===== config.mk =====
export PLATFORM = sky130hd
export DESIGN_NAME = char_writer
export DESIGN_NICKNAME = d
export VERILOG_FILES = /design/src/rtl/char_writer.sv
export SDC_FILE = /design/constraint.sdc
export NUM_CORES = 1
export LEC_CHECK = 0
export CORE_MARGIN = 4
export CORE_UTILIZATION = 29
export DETAILED_ROUTE_END_ITERATION = 7
export PLACE_DENSITY = 0.4
export SYNTH_ARGS = -nofsm -noshare
export SYNTH_HDL_FRONTEND = slang
export SYNTH_SLANG_ARGS = --single-unit

===== constraint.sdc =====
create_clock -name clk -period 3.9 [get_ports clk]
set_input_delay 0.39 -clock clk [delete_from_list [all_inputs] [get_ports clk]]
set_output_delay 0.39 -clock clk [all_outputs]
set_load 0.02 [all_outputs]

===== src/rtl/char_writer.sv =====
// Byte-queued UART transmitter: FIFO of bytes drained onto an 8N1 serial line, LSB first.
// Latency: byte written at edge N into an idle, empty writer drives the start bit after edge N+2.
// Backpressure: ready drops when the FIFO is full; writes while full are dropped and latch overflow.
module char_writer #(
  parameter int CLKS_PER_BIT = 104,
  parameter int FIFO_DEPTH   = 8
) (
  input  logic       clk,
  input  logic       rst,
  input  logic [7:0] char,
  input  logic       newChar,
  output logic       ready,
  output logic       UART_TX,
  output logic       busy,
  output logic       overflow
);

  localparam int AW = (FIFO_DEPTH > 1) ? $clog2(FIFO_DEPTH) : 1;
  localparam int CW = AW + 1;
  localparam int BW = $clog2(CLKS_PER_BIT);
  localparam logic [CW-1:0] FULL_CNT  = CW'(FIFO_DEPTH);
  localparam logic [BW-1:0] BAUD_LAST = BW'(CLKS_PER_BIT - 1);

  typedef enum logic [1:0] {IDLE, START, DATA, STOP} state_t;

  state_t          state;
  logic [7:0]      mem [FIFO_DEPTH];
  logic [AW-1:0]   wr_ptr;
  logic [AW-1:0]   rd_ptr;
  logic [CW-1:0]   count;
  logic [BW-1:0]   baud_cnt;
  logic [2:0]      bit_cnt;
  logic [7:0]      shift_reg;

  logic fifo_full;
  logic fifo_empty;
  logic baud_end;
  logic wr_en;
  logic pop;

  // Full check uses the registered count, so a same-edge pop never makes room for a write.
  always_comb begin
    fifo_full  = (count == FULL_CNT);
    fifo_empty = (count == '0);
    baud_end   = (baud_cnt == BAUD_LAST);
    wr_en      = newChar && !fifo_full;
    pop        = !fifo_empty && ((state == IDLE) || ((state == STOP) && baud_end));
  end

  assign ready = !fifo_full;
  assign busy  = (state != IDLE) || !fifo_empty;

  // Byte storage; contents need no reset because count gates every read.
  always_ff @(posedge clk) begin
    if (!rst && wr_en) begin
      mem[wr_ptr] <= char;
    end
  end

  // FIFO pointers, occupancy and the sticky drop flag.
  always_ff @(posedge clk) begin
    if (rst) begin
      wr_ptr   <= '0;
      rd_ptr   <= '0;
      count    <= '0;
      overflow <= 1'b0;
    end else begin
      if (wr_en) wr_ptr <= wr_ptr + 1'b1;
      if (pop)   rd_ptr <= rd_ptr + 1'b1;
      case ({wr_en, pop})
        2'b10:   count <= count + 1'b1;
        2'b01:   count <= count - 1'b1;
        default: count <= count;
      endcase
      if (newChar && fifo_full) overflow <= 1'b1;
    end
  end

  // Frame sequencer; UART_TX is registered from the current state so it trails state by one cycle.
  always_ff @(posedge clk) begin
    if (rst) begin
      state     <= IDLE;
      UART_TX   <= 1'b1;
      baud_cnt  <= '0;
      bit_cnt   <= '0;
      shift_reg <= '0;
    end else begin
      case (state)
        IDLE: begin
          UART_TX  <= 1'b1;
          baud_cnt <= '0;
          if (pop) begin
            shift_reg <= mem[rd_ptr];
            bit_cnt   <= '0;
            state     <= START;
          end
        end
        START: begin
          UART_TX <= 1'b0;
          if (baud_end) begin
            baud_cnt <= '0;
            state    <= DATA;
          end else begin
            baud_cnt <= baud_cnt + 1'b1;
          end
        end
        DATA: begin
          UART_TX <= shift_reg[0];
          if (baud_end) begin
            baud_cnt  <= '0;
            shift_reg <= shift_reg >> 1;
            if (bit_cnt == 3'd7) begin
              state <= STOP;
            end else begin
              bit_cnt <= bit_cnt + 1'b1;
            end
          end else begin
            baud_cnt <= baud_cnt + 1'b1;
          end
        end
        STOP: begin
          UART_TX <= 1'b1;
          if (baud_end) begin
            baud_cnt <= '0;
            if (pop) begin
              // Next byte starts immediately: no idle gap between frames.
              shift_reg <= mem[rd_ptr];
              bit_cnt   <= '0;
              state     <= START;
            end else begin
              state <= IDLE;
            end
          end else begin
            baud_cnt <= baud_cnt + 1'b1;
          end
        end
        default: begin
          UART_TX <= 1'b1;
          state   <= IDLE;
        end
      endcase
    end
  end

endmodule


; ---- Word level (Yosys, flattened, before mapping)
; Memory sizes are Yosys's and may differ from the RTL's. A register that Yosys moved wholly into a read port is not among the register bits.
; Cells that the tools add are included.
[word_totals]
ff_bits = 32
ramBits = 64
output_inout_bits = 4
elab_cells = 74
mem_count = 1
[memory_table]
columns = memory, words, width, read_ports, rd_ports_with_merged_regs, write_ports, line_no
row1 = mem, 8, 8, 1, 1, 1, 27  ; logic [7:0] mem [FIFO_DEPTH];
[op_classes]
n_addsub = 6
eq_ne = 14
n_mux = 24
n_reduce_logical = 20
[ops]
columns = operator, count
row1 = two-way mux 8 bit, 3
row2 = case mux 8 bit (3 select lines), 1
row3 = two-way mux 3 bit, 6
row4 = case mux 7 bit (2 select lines), 1
row5 = "!= test 2 bit, second input constant", 6
row6 = two-way mux 2 bit, 5
row7 = "adder 3 x 1 -> 3 bit, second input constant", 3
row8 = case mux 3 bit (3 select lines), 1
row9 = case mux 2 bit (4 select lines), 1
row10 = case mux 4 bit (2 select lines), 1
row11 = "adder 7 x 1 -> 7 bit, second input constant", 1
row12 = "== test 7 bit, second input constant", 1
row13 = two-way mux 7 bit, 1
row14 = "== test 2 bit, second input constant", 3
row15 = logical AND 1 bit, 5
row16 = AND reduction 5 bit, 1
row17 = "adder 4 x 1 -> 4 bit, second input constant", 1
row18 = "== test 2 x 1 -> 1 bit, second input constant", 2
row19 = "== test 4 bit, second input constant", 1
row20 = logical NOT 4 bit, 1
row21 = AND reduction 4 bit, 1
row22 = nonzero test 2 bit, 2
row23 = "subtractor 4 x 1 -> 4 bit, second input constant", 1
row24 = "== test 3 bit, second input constant", 1
row25 = other kinds (9), 14

; ---- Depth between registers and ports, before layout
; Gate-level depths: netlist of run 1.
[logic_depth]
depth_word = 7
mapped_depth = 12
depth_no_buf = 12

; ---- Worst setup path after synthesis of run 1
; OpenSTA, ideal clock, no wires.
[synth_path]
kind = register to register
startpoint = register count[2]
endpoint = register count[2]
setup_ps = 71
t_arrival_ps = 2439
required_ps = 3829
path_slack_ps = 1390
stages_incl_launch_ff = 12
cell_sequence = dfxtp_1 -> clkbuf_1 -> or4b_1 -> buf_2 -> nand2_2 -> ha_1 -> xor2_1 -> ha_1 -> a21oi_1 -> xor2_1 -> or3_1 -> a21oi_1
[synth_via]
elab_chain_len = 5
[synth_rtl]
columns = element, line_no
row1 = start: declaration, 30  ; logic [CW-1:0] count;
row2 = start signal: assignment, 71  ; 2'b10: count <= count + 1'b1;
row3 = start signal: assignment, 72  ; 2'b01: count <= count - 1'b1;
row4 = start signal: assignment, 73  ; default: count <= count;
row5 = == test 4 bit (*), 43  ; fifo_full = (count == FULL_CNT);
row6 = logical NOT 1 bit (*), --
row7 = named net ready, 12  ; output logic ready,
row8 = logical AND 1 bit (*), 46  ; wr_en = newChar && !fifo_full;
row9 = == test 2 x 1 -> 1 bit / == test 2 bit (equally long branches), 70  ; case ({wr_en, pop})
row10 = case mux 4 bit (2 select lines) / nonzero test 2 bit (equally long branches), --
; Mark *: on every way through the listed nets, which the timed path passes. The rest lies on a longest branch.
; A chain may end at the register's enable or synchronous reset.

; ---- Worst setup path after layout of run 1
[layout_path]
startpoint = register baud_cnt[0]
endpoint = register count[2]
[layout_via]
elab_chain_len = 6
[layout_rtl]
columns = element, line_no
row1 = start: declaration, 31  ; logic [BW-1:0] baud_cnt;
row2 = start signal: assignment, 104  ; baud_cnt <= baud_cnt + 1'b1;
row3 = start signal: assignment, 118  ; baud_cnt <= baud_cnt + 1'b1;
row4 = start signal: assignment, 134  ; baud_cnt <= baud_cnt + 1'b1;
row5 = == test 7 bit (*), 45  ; baud_end = (baud_cnt == BAUD_LAST);
row6 = logical AND 1 bit (*), 47  ; pop = !fifo_empty && ((state == IDLE) || ((state == STOP) && baud_end));
row7 = logical OR 1 bit (*), 47
row8 = logical AND 1 bit (*), 47
row9 = named net pop, 39  ; logic pop;
row10 = == test 2 x 1 -> 1 bit / == test 2 bit (equally long branches), 70
row11 = case mux 4 bit (2 select lines) / nonzero test 2 bit (equally long branches), --
; Marks and branches as above.

==> flow_summary_export.csv, run 1 <==
group,metric,value,unit
outcome,status,"complete, no violations",
hold_path,hold_class,"register to register",
cells_and_area,postLayoutCoreUtil,34.0,%
placed_design,gp_congestion,0.769,
power_and_ir_drop,leakage,1.66,nW
power_and_ir_drop,clock_power_share,27.5,%
clock_network,ctsLongestPathBuffers,2,
placed_design,post-dp-hpwl,6080,um
setup_path,critical_path.max_stage_delay,0.37,ns
cells_and_area,largest_register_ffs,64,
sta,fin_skew,0.00555,ns
clock_network,postCtsSetupBuffers,0,
synthesis,synth_cell_types,55,
setup_path,cp.depth,11,
hold_path,hold-path-cell-count,2,
setup_path,path_cells,"ha_1 -> nand2_1 -> o31a_1 -> nor2_2 -> ha_1 -> xor2_1 -> ha_1 -> a21oi_1 -> xor2_1 -> or3_1 -> a21oi_1",
setup_path,cp.required,4.18,ns
grt,grt_pass1_wl,14300,um
clock_network,cts_made_buffers,9,
floorplanning,ios,15,
power_and_ir_drop,p_int,0.00208,W
power_and_ir_drop,p_per_area,609,nW/um2
sta,fmax,366,MHz
power_and_ir_drop,power_switching,0.000960,W
floorplanning,die_h,131,um
cells_and_area,fillers,1436,
synthesis,synth_seq_cells,99,
sta,worstMarginPinSlew,0.888,ns
setup_path,worst-path-buf-inv,0,
routing,first_iter_violations,101,
cells_and_area,instances_no_fill,531,
clock_network,cts.sinks,99,
cells_and_area,final_cell_mix,"64 x edfxtp_1, 35 x dfxtp_1, 29 x nor2_1",
floorplanning,row_count,44,
job,drv_cap,0,
setup_path,critical_path_class,"register to register",
placed_design,post-place-ws,1.17,ns
sta,fin_crit,2.73,ns
cells_and_area,stdcell_area,4980,um2
grt,grt_busiest_layer,"met2",
floorplanning,die_x,131,um
synthesis,ys.flop_type,"edfxtp_1",
routing,vias,2556,
sta,rsz0062_at_grt,"false",
grt,grt_util_met1,14.9,%
sta,setup_viol,0,
power_and_ir_drop,p_seq_share,43.8,%
grt,grtUsageMet2,17.4,%
placed_design,postPlaceCellArea,4710,um2
clock_network,cts.clk_slew.worst_paths,0.07,ns
setup_path,rr_worst_depth,11,
cells_and_area,layout_commonest_cell,"edfxtp_1",
synthesis,synth_edf_count,64,
clock_network,h-tree-depth,3,
setup_path,cp_slowest_cell,"dfxtp_1",
sta,slew_headroom,40.6,%
synthesis,syn_area_per_cell,13.4,um2
setup_path,cp_max_fo,7,
power_and_ir_drop,ir_drop,215,uV
setup_path,cp-end-kind,"register",
synthesis,netlist_instances,326,
sta,final-hold-violation-count,0,
routing,via_per_inst,4.81,
power_and_ir_drop,pwr-share-comb,28.7,%
grt,grt_pass1_vias,2604,
clock_network,post_cts_resized,0,
grt,grt_overflow_total,0,
routing,drt_wl_total,8810,um
clock_network,cts_root_buf,"clkbuf_16",
routing,wl_per_cell,16.6,um
synthesis,synth_nets,351,
synthesis,synth_area,4360,um2
routing,drt_first_pass_iters,4,
placed_design,dpl.cell_count,515,
cells_and_area,design.final.nets,367,
cells_and_area,drive_gt1_share,13.3,%
setup_path,worstPathArrival,3.01,ns
cells_and_area,syn2layout_area_growth,14.4,%
floorplanning,core-area,14600,um2
sta,setup_ws,1.17,ns
grt,grt_use_met3,3.86,%
setup_path,cp_top_family,"simple AND/OR/NAND/NOR gates",
power_and_ir_drop,switching_share,31.6,%
clock_network,insertion_delay,0.35,ns
floorplanning,dieArea,17000,um2
setup_path,crit_top_cell,"ha_1",
routing,detail-route-antenna-nets,0,
sta,fin_setup_tns,0,ns
grt,grt_use_total,11.3,%
setup_path,start_kind,"register",
sta,drv_slew,0,
floorplanning,start_util,29.8,%
clock_network,cts_tree,"done",
synthesis,yosysWarnings,0,
grt,antenna_found_initial,0,
placed_design,io_buffer_count,14,
cells_and_area,n_antenna_cell,0,
clock_network,cts_hold_buffers,0,
grt,grt_max_degree,22,
sta,post-route-period-util,70.0,%
routing,drc,0,
synthesis,ys_seq_area_share,60.2,%
synthesis,async_flop_share,0,%
[metrics by stage]
| step | total power, W | hold WS [ns] |
|---|---|---|
| 2_1_floorplan | 0.00201 | 0.430 |
| 3_3_place_gp | 0.00223 | 0.447 |
| 3_5_place_dp | 0.00223 | 0.458 |
| 4_1_cts | 0.00309 | 0.468 |
| 5_1_grt | 0.00323 | 0.492 |
| 6_report | 0.00304 | 0.465 |
[final cells by class]
class	count	area (um2)	share of cell area [%]
tap	184	230	4.62
timing repair buffer	23	208	4.17
inverter	10	37.5	0.753
clock buffer	11	233	4.67
multi-input combinational	199	1610	32.3
sequential	99	2620	52.6
clock inverter	5	45.0	0.904
[worst register-to-register path, stage by stage (launching register included)]
cell and delay (ns):
dfxtp_1 0.37, ha_1 0.25, nand2_1 0.18, o31a_1 0.36
nor2_2 0.24, ha_1 0.30, xor2_1 0.16, ha_1 0.16
a21oi_1 0.05, xor2_1 0.16, or3_1 0.30, a21oi_1 0.14
[cells in the mapped netlist (all sizes together) (4+ instances only)]
cell type / number / area [um2]
clkbuf: 7 / 26.3
nand2: 18 / 70.1
ha: 14 / 175
mux4: 10 / 225
nor2: 30 / 115
a21oi: 14 / 81.3
a2bb2oi: 6 / 52.6
o311ai: 5 / 43.8
or3: 4 / 30.0
nand3: 9 / 45.0
buf: 11 / 73.8
edfxtp: 64 / 1920
a221o: 6 / 60.1
o21ai: 5 / 25.0
inv: 9 / 33.8
xor2: 7 / 61.3
nand2b: 7 / 43.8
mux2i: 19 / 190
nor3: 7 / 35.0
mux2: 4 / 45.0
dfxtp: 35 / 701
[worst paths after layout]
check,from,end,slack (ns)
worst max-delay path,baud_cnt[0],count[2],1.17
worst min-delay path,shift_reg[1],shift_reg[1],0.46
worst max register to register,baud_cnt[0],count[2],1.17
worst min register to register,shift_reg[1],shift_reg[1],0.46
[metal layers]
layer	vias up	wire length, um
met1	1260	4320
met2	26	4100
met3	7	281
li1	1263	-
met4	0	104
met5	-	0
[power by group through the flow]
stage	Clock (W)	Combinational [W]	Sequential, W
2_1_floorplan	0	0.000727	0.00128
3_3_place_gp	0	0.000879	0.00136
3_5_place_dp	0	0.000876	0.00136
4_1_cts	0.000876	0.000880	0.00133
5_1_grt	0.000917	0.000964	0.00135
6_report	0.000836	0.000871	0.00133
[cells by family after synthesis]
logic type	count (synthesis)	share of synthesized area [%]
buf+inv	28	3.16
flops	99	60.2
mux	33	10.6
fa+ha+maj	14	4.02
xor+xnor	10	2.01
simple gates	88	10.5
compound gates	54	9.54
Note: power is estimated with default switching activity, not from simulation.
==> inputs of run 2 (changes only) <==
Settings changed: PLACE_DENSITY 0.4 to 0.41.
Clock period 3.9 ns to 2.3 ns, I/O delays scaled along.
==> run 2 against run 1 <==
Final area grew 7.1%. Clock-buffer cell count down 1. Routed wire length grew 3.0%. Total power up 80%. Setup slack worse by 1.1 ns. Critical endpoint unchanged. Sequential cell count unchanged. First-iteration DRC count is 81% higher. Clock power rose by 76%. Highest routed layer unchanged. Final cell count increased by 6.2%.
==> flow_summary_export.csv, run 2 (synthesis results as in run 1) <==
group,metric,value,unit
outcome,status,"complete, no violations",
cells_and_area,largest_register_ffs,64,
floorplanning,ios,15,
floorplanning,start_util,29.8,%
cells_and_area,final_cell_mix,"64 x edfxtp_1, 42 x buf_4, 31 x dfxtp_1",
power_and_ir_drop,p_int,0.00373,W
routing,detail-route-antenna-nets,0,
placed_design,gp_congestion,0.795,
sta,post-route-period-util,95.0,%
power_and_ir_drop,p_seq_share,39.9,%
grt,grt_max_degree,21,
routing,first_iter_violations,183,
grt,grt_use_total,11.4,%
setup_path,cp-end-kind,"register",
power_and_ir_drop,pwr-share-comb,33.2,%
hold_path,hold_class,"register to register",
routing,wl_per_cell,16.1,um
power_and_ir_drop,ir_drop,454,uV
cells_and_area,n_antenna_cell,0,
sta,fin_crit,2.19,ns
routing,drt_wl_total,9070,um
sta,rsz0062_at_grt,"true",
cells_and_area,syn2layout_area_growth,22.5,%
floorplanning,core-area,14600,um2
placed_design,dpl.cell_count,547,
cells_and_area,instances_no_fill,564,
clock_network,insertion_delay,0.35,ns
floorplanning,dieArea,17000,um2
grt,grt_pass1_wl,14600,um
setup_path,cp_top_family,"simple AND/OR/NAND/NOR gates",
cells_and_area,layout_commonest_cell,"edfxtp_1",
setup_path,worstPathArrival,2.47,ns
routing,dr.max_layer_used,"met4",
sta,slew_headroom,56.8,%
clock_network,h-tree-depth,3,
routing,drt_first_pass_iters,4,
routing,met3_length,240,um
setup_path,path_cells,"ha_4 -> nand2_2 -> o31a_1 -> nor2_4 -> ha_4 -> xor2_1 -> ha_2 -> a21oi_1 -> xor2_1 -> or3_1 -> a21oi_2",
routing,wl_met2,4280,um
power_and_ir_drop,p_per_area,1020,nW/um2
cells_and_area,design.final.nets,400,
sta,fin_skew,0.00998,ns
job,drv_cap,0,
power_and_ir_drop,leakage,1.83,nW
sta,holdWs,0.463,ns
placed_design,post-dp-hpwl,6410,um
clock_network,cts_tree,"done",
setup_path,critical_path.max_stage_delay,0.36,ns
floorplanning,die_x,131,um
setup_path,worst-path-buf-inv,0,
grt,grt_overflow_total,0,
sta,setup_viol,0,
clock_network,cts_root_buf,"clkbuf_16",
routing,vias,2698,
routing,via_per_inst,4.78,
routing,drc,0,
setup_path,cp_slowest_cell,"dfxtp_2",
setup_path,critical_path_class,"register to register",
setup_path,cp_max_fo,3,
clock_network,ctsLongestPathBuffers,2,
sta,fmax,458,MHz
power_and_ir_drop,clock_power_share,26.9,%
cells_and_area,postLayoutCoreUtil,36.4,%
placed_design,io_buffer_count,14,
floorplanning,row_count,44,
sta,worstMarginPinSlew,0.643,ns
grt,grt_pass1_vias,2715,
cells_and_area,drive_gt1_share,24.5,%
clock_network,cts_made_buffers,9,
power_and_ir_drop,p_total,0.00546,W
clock_network,cts.sinks,99,
power_and_ir_drop,power_switching,0.00173,W
power_and_ir_drop,switching_share,31.7,%
clock_network,cts.clk_slew.worst_paths,0.07,ns
sta,final-hold-violation-count,0,
floorplanning,die_h,131,um
routing,wl_met1,4400,um
setup_path,cp.required,2.59,ns
grt,antenna_found_initial,0,
sta,drv_slew,0,
clock_network,cts_hold_buffers,0,
setup_path,start_kind,"register",
-- run 2: cell count changes in the layout (fill, tap and decap cells not counted), sizes merged --
cell    previous run  this run
buf                9        42
clkbuf            11        10
clkinv             3         2
inv               11        13
-- run 2: worst paths after layout --
| check | start | endpoint | slack (ns) | cells past startpoint |
|---|---|---|---|---|
| setup / recovery | baud_cnt[1] | count[2] | 0.11 | 11 |
| hold / removal | shift_reg[1] | shift_reg[1] | 0.46 | 2 |
| setup reg to reg | baud_cnt[1] | count[2] | 0.11 | 11 |
| hold reg to reg | shift_reg[1] | shift_reg[1] | 0.46 | 2 |
-- run 2: power groups by stage --
stage	registers, W	clock network, W	logic, W
floorplan	0.00218	0	0.00127
global placement	0.00219	0	0.00181
detailed placement	0.00220	0	0.00181
CTS	0.00216	0.00152	0.00182
global route	0.00220	0.00159	0.00198
finish	0.00217	0.00147	0.00181
-- run 2: layout make-up --
cell class | count | area (um2)
fill | 1413 | 9310
sequential | 99 | 2630
multi-input combinational | 199 | 1700
timing repair buffer | 56 | 455
tap | 184 | 230
clock buffer | 10 | 229
clock inverter | 6 | 55.1
inverter | 10 | 37.5
-- run 2: worst register-to-register path, delay by kind of cell, from the launching register on --
kind            cells  cell delay (ns)
simple gates        3             0.51
xor+xnor            2             0.30
flops               1             0.36
fa+ha+maj           3             0.47
compound gates      3             0.51
-- run 2: routing by layer --
metal / up-vias / global-route usage [%]
met5: - / 0
met4: 0 / 4.17
met3: 13 / 3.25
met2: 22 / 18.2
met1: 1327 / 14.8
li1: 1336 / -
-- run 2: stage by stage --
stage / setup WS, ns / cell area, um2 / TNS (ns)
floorplan: -0.0290 / 4400 / -0.0290
global placement: 0.0531 / 4980 / 0
detailed placement: -0.0123 / 4980 / -0.0123
CTS: 0.0108 / 5270 / 0
global route: -0.0300 / 5340 / -0.0437
finish: 0.114 / 5340 / 0
-- run 2: what timing repair did --
item | 4_1_cts | 5_1_grt
pin swaps | 0 | 3
resized for setup | 2 | 12
setup buffers | 0 | 1
endpoints found under the setup margin | 3 | 2
